--- config.mk ---
export PLATFORM = sky130hd
export DESIGN_NAME = reg_file
export DESIGN_NICKNAME = d
export VERILOG_FILES = /design/src/rtl/reg_file.sv
export SDC_FILE = /design/constraint.sdc
export NUM_CORES = 2
export LEC_CHECK = 0
export CAP_MARGIN = 0
export CORE_UTILIZATION = 64
export CTS_CLUSTER_DIAMETER = 200
export CTS_CLUSTER_SIZE = 40
export DETAILED_ROUTE_END_ITERATION = 7
export GPL_TIMING_DRIVEN = 1
export HOLD_SLACK_MARGIN = 0.06
export PLACE_DENSITY = 0.88
export SLEW_MARGIN = 20
export SYNTH_ARGS = -nofsm -noshare
export SYNTH_HDL_FRONTEND = slang
export SYNTH_SLANG_ARGS = --single-unit
--- constraint.sdc ---
create_clock -name clk -period 43.5 [get_ports clk]
set_input_delay 4.35 -clock clk [delete_from_list [all_inputs] [get_ports clk]]
set_output_delay 4.35 -clock clk [all_outputs]
set_load 0.1 [all_outputs]
--- src/rtl/reg_file.sv ---
// Architectural register file: two combinational read ports and one write port.
// Register 0 is hardwired to zero. Reset is asynchronous and clears every register.
module reg_file #(
    parameter int WIDTH  = 32,
    parameter int DEPTH  = 32,
    parameter int ADDR_W = 5
) (
    input  logic              clk,
    input  logic              reset,
    input  logic              RegWrite,
    input  logic [ADDR_W-1:0] WriteReg,
    input  logic [WIDTH-1:0]  WriteData,
    input  logic [ADDR_W-1:0] ReadReg1,
    input  logic [ADDR_W-1:0] ReadReg2,
    output logic [WIDTH-1:0]  ReadData1,
    output logic [WIDTH-1:0]  ReadData2
);

    // The extra top bit makes DEPTH == 2**ADDR_W representable in the range compare.
    localparam logic [ADDR_W:0] DEPTH_LIM = DEPTH[ADDR_W:0];

    logic [WIDTH-1:0] regs_q [DEPTH];
    logic [WIDTH-1:0] regs_d [DEPTH];
    logic             wr_en_s;
    logic             rd1_valid_s;
    logic             rd2_valid_s;

    // An address is usable when it is non-zero and inside the implemented depth.
    function automatic logic addr_ok(input logic [ADDR_W-1:0] addr);
        return (addr != {ADDR_W{1'b0}}) && ({1'b0, addr} < DEPTH_LIM);
    endfunction

    // Write qualification.
    always_comb begin
        wr_en_s = RegWrite && addr_ok(WriteReg);
    end

    // Next-state for the storage array: hold everything, load at most one entry.
    always_comb begin
        regs_d = regs_q;
        if (wr_en_s) begin
            regs_d[WriteReg] = WriteData;
        end else begin
            regs_d[WriteReg] = regs_q[WriteReg];
        end
        regs_d[0] = {WIDTH{1'b0}};
    end

    // Storage flops with asynchronous clear.
    always_ff @(posedge clk or posedge reset) begin
        if (reset) begin
            for (int i = 0; i < DEPTH; i++) begin
                regs_q[i] <= {WIDTH{1'b0}};
            end
        end else begin
            regs_q <= regs_d;
        end
    end

    // Read address qualification.
    always_comb begin
        rd1_valid_s = addr_ok(ReadReg1);
        rd2_valid_s = addr_ok(ReadReg2);
    end

    // Read port 1: no bypass from the write port, stored contents only.
    always_comb begin
        ReadData1 = {WIDTH{1'b0}};
        if (rd1_valid_s) begin
            ReadData1 = regs_q[ReadReg1];
        end else begin
            ReadData1 = {WIDTH{1'b0}};
        end
    end

    // Read port 2.
    always_comb begin
        ReadData2 = {WIDTH{1'b0}};
        if (rd2_valid_s) begin
            ReadData2 = regs_q[ReadReg2];
        end else begin
            ReadData2 = {WIDTH{1'b0}};
        end
    end

endmodule

; ---- Yosys cells after proc, flatten, opt, wreduce, memory -nomap -nowiden
; Index checks and enable logic that the tools add are counted.
; W data, S select, Z words.
[word_totals]
register_bits = 992
[classes]
n_lt_le_gt_ge = 4
mux = 16
bitwise = 3
reduce_logical = 5
[op_table]
columns = cell, n
row1 = $bwmux W1024, 2
row2 = $mux W992, 1
row3 = $bmux W32 S5, 3
row4 = $mux W32, 9
row5 = $demux W32 S5, 1
row6 = $ge A6 B6 Y1 const B, 3
row7 = $not A5 Y6, 3
row8 = $reduce_bool A5 Y1, 3
row9 = $lt A6 B1 Y1 const B, 1
row10 = $logic_and A1 B1 Y1, 2

; ---- Longest topological paths before layout
[depth]
word_depth = 7
mapped_depth = 14
depth_no_buf = 5

; ---- Least setup slack after synthesis
; Ideal clock, no wire load.
[synth_path]
path_kind = input to output
startpoint = input port ReadReg2[0]
endpoint = output port ReadData2[20]
arrival_ns = 6.872
required_ns = 39.150
setup_slack_ns = 32.278
path_stages = 6
path_cell_list = clkbuf_1 clkbuf_1 buf_2 mux4_2 mux4_2 mux2_2
[synth_via]
elab_chain_cells = 5
word_cells_on_any_way = 6
[synth_rtl]
columns = element, line_no
row1 = "start, declared", 14  ; input logic [ADDR_W-1:0] ReadReg2,
row2 = $not A5 Y6 (not written as such), 80  ; ReadData2 = regs_q[ReadReg2];
row3 = $bmux W32 S5, 80
row4 = $mux W32 (not written as such) (2 in series), 80
row5 = $mux W32 *, 79  ; if (rd2_valid_s) begin
row6 = "end, declared", 16  ; output logic [WIDTH-1:0] ReadData2
; Mark *: on every way between the ends. The rest lies on a longest branch, timed or not. The select of a mux whose other input is x is not followed.

; ---- Final worst setup path
[layout_path]
startpoint = input port ReadReg1[1]
endpoint = output port ReadData1[15]
[layout_via]
elab_chain_cells = 5
word_cells_on_any_way = 6
[layout_rtl]
columns = element, line_no
row1 = "start, declared", 13  ; input logic [ADDR_W-1:0] ReadReg1,
row2 = $not A5 Y6 (not written as such), 70  ; ReadData1 = regs_q[ReadReg1];
row3 = $bmux W32 S5, 70
row4 = $mux W32 (not written as such) (2 in series), 70
row5 = $mux W32 *, 69  ; if (rd1_valid_s) begin
row6 = "end, declared", 15  ; output logic [WIDTH-1:0] ReadData1,
; Marks and branches as above.

==> results.json <==
{
  "synth_top_family_by_area": "multiplexers",
  "stdcell_count": 5981,
  "cp_max_fo": 82,
  "crit_arrival_ns": 9.08,
  "muxShareOfSynthArea_pct": 35.16,
  "cts-root-buf": "clkbuf_16",
  "status": "finished, violations left",
  "setup-tns-final_ns": 0,
  "fp-row-count": 111,
  "clock-sinks": 992,
  "drv_slew": 0,
  "vias_per_cell": 8.282,
  "synthTopCellsByArea": "dfrtp_1 41%, mux4_2 25%, nand2_1 5.8%",
  "p_per_area_nw_per_um2": 46.44,
  "finish.instance_area_um2": 61930,
  "post-place-cells": 5935,
  "min_period_ns": 13.43,
  "finalHoldViolations": 0,
  "grt_pass1_vias": 48420,
  "grt_max_degree": 162,
  "cap_viol_max_count": 0,
  "final_cell_mix": "992 x dfrtp_1, 896 x nand2_1, 657 x mux4_2, 537 x o21ai_0, 299 x mux2_2",
  "whs_ns": 0.5395,
  "top_regs": "regs_q: 992 flops",
  "gp_congestion": 0.9349,
  "slowest_delay_ns": 1.00,
  "synth_simple_gate_area_share_pct": 7.536,
  "die_y_um": 308.3,
  "syn-cell-area_um2": 60040,
  "drt_iter0_markers": 9694,
  "dieArea_um2": 95030,
  "hp-class": "reg -> reg",
  "placed_area_um2": 61070,
  "largest-register": "regs_q",
  "drive_gt1_share_pct": 24.57,
  "ys_async_sr_fraction_pct": 100.0,
  "crit_family": "buffers and inverters",
  "max_freq_mhz": 74.46,
  "io_buffer_count": 113,
  "route.detailed.drc": 13,
  "vdd_drop_max_v": 0.00003264,
  "crit_slowest_cell": "clkdlybuf4s50_1",
  "skew_ns": 0.02029,
  "grt_overflow": 0,
  "netlist-cell-type-count": 64,
  "clk-insertion-delay-late_ns": 0.72,
  "cts_inserted_buffers": 28,
  "clock_path_buffers": 3,
  "worst_slew_margin_rel_pct": 12.77,
  "worstPathRequired_ns": 39.15,
  "postLayoutCoreUtil_pct": 67.16,
  "synth-compound-area-share_pct": 11.43,
  "place_ws_ns": 30.24,
  "yosys_warnings": 0,
  "boundaryPins": 114,
  "cp-start-kind": "input pin",
  "dr.pass1.iters": 8,
  "synthAdderAreaFrac_pct": 0,
  "core_area_um2": 92220,
  "synth_nets": 5123,
  "worstMarginPinSlew_ns": 1.308,
  "track_usage_pct": 44.90,
  "period_share_pct": 30.87,
  "synth_sequential_area_ratio_pct": 41.35,
  "ctsResizeCount": 0,
  "antenna_found_initial": 10,
  "synthXorXnorAreaFrac_pct": 0,
  "synth_cells": 5073,
  "wl_per_cell_um": 35.21,
  "dp_hpwl_um": 117600,
  "synth_edf_count": 0,
  "syn2layout_area_growth_pct": 3.160,
  "p_leak_nw": 26.02,
  "cts_setup_buffers": 0,
  "drt_wl_total_um": 210600,
  "start_util_pct": 65.10,
  "synth_top_area_share_pct": 41.35,
  "cts_tree": "built",
  "rsz0062_at_grt": "false",
  "clk_pin_slew_worst_paths_ns": 0.14,
  "synth_ff_type": "dfrtp_1",
  "ys_seq_elements": 992,
  "path_cells": "buf_8 -> buf_4 -> buf_4 -> mux4_2 -> mux4_2 -> mux2_2 -> clkdlybuf4s50_1",
  "synth_area_per_cell_um2": 11.83,
  "fillers": 6110,
  "fin_nets": 4772,
  "layout_setup_ws_ns": 30.07,
  "ant_nets": 0,
  "synth.largest_area_cell": "dfrtp_1",
  "crit_buf_inv": 4,
  "finalPower_mw": 2.876,
  "layout_commonest_cell": "dfrtp_1",
  "violations": "design-rule violations",
  "cts_hold_buf": 0,
  "htree_levels": 1,
  "vias": 49530,
  "fp.dieW_um": 308.3,
  "setup_viol": 0,
  "grt_pass1_wl_um": 311200,
  "crit_type": "in -> out",
  "largest_reg_flops": 992,
  "cp-end-kind": "output pin"
}
==> cells in the mapped netlist, drive strengths merged (18+ instances only) <==
cell    count
nor2b      21
o31ai      95
a21oi      26
dfrtp     992
clkbuf    322
mux4      657
mux2i     294
a22oi      37
o21ai     748
mux2      299
nor2       35
nand2     926
o22ai      79
buf       256
nor4       18
nand3      35
a22o       78
==> tightest hold or removal path, stage by stage (launching register included) <==
cell     delay, ns
dfrtp_1       0.40
nand2_1       0.05
o21ai_0       0.06
==> cells by family after synthesis <==
group,after synthesis
muxes,1250
AOI/OAI and AO/OA,1144
and+or+nand+nor,1100
DFF,992
buffers and inverters,587
==> final cells by class <==
class                   count  area (um^2)  area share [%]
well taps                1243         1555           2.511
multi-input cells        3494        32920           53.15
clock inverters             1        8.758         0.01414
diodes                     16        40.04         0.06465
clock buffers              29        725.7           1.172
repair buffers            197         1818           2.935
flip-flops and latches    992        24820           40.08
inverters                   9        41.29         0.06667
==> where the power goes <==
| group | switching, mW | leakage [nW] | internal (mW) |
|---|---|---|---|
| registers | 0.261 | 12.6 | 1.15 |
| clock network | 0.280 | 0.362 | 0.121 |
| logic | 0.570 | 13.0 | 0.494 |
| total | 1.11 | 26.0 | 1.76 |
==> per-layer routing <==
layer | vias up | track usage [%] | share of wire, %
met1 | 23770 | 53.55 | 30
met3 | 1768 | 24.02 | 19
li1 | 18450 | - | -
met4 | 10 | 34.80 | 10
met2 | 5533 | 60.71 | 41
met5 | - | 0.2067 | 0.050
==> path summary, 6_finish.rpt <==
check                                              from                       to  slack, ns  cells after the start
worst max-delay path                        ReadReg1[1]            ReadData1[15]      30.07                      7
worst min-delay path            regs_q[910]$_DFFE_PP0P_  regs_q[910]$_DFFE_PP0P_       0.54                      2
worst max register to register  regs_q[307]$_DFFE_PP0P_  regs_q[915]$_DFFE_PP0P_      40.66                      6
worst min register to register  regs_q[910]$_DFFE_PP0P_  regs_q[910]$_DFFE_PP0P_       0.54                      2
max in group asynchronous                         reset  regs_q[515]$_DFFE_PP0P_      35.55                      6
min in group asynchronous                         reset  regs_q[126]$_DFFE_PP0P_       4.13                      2
(Power assumes the default switching activity.)
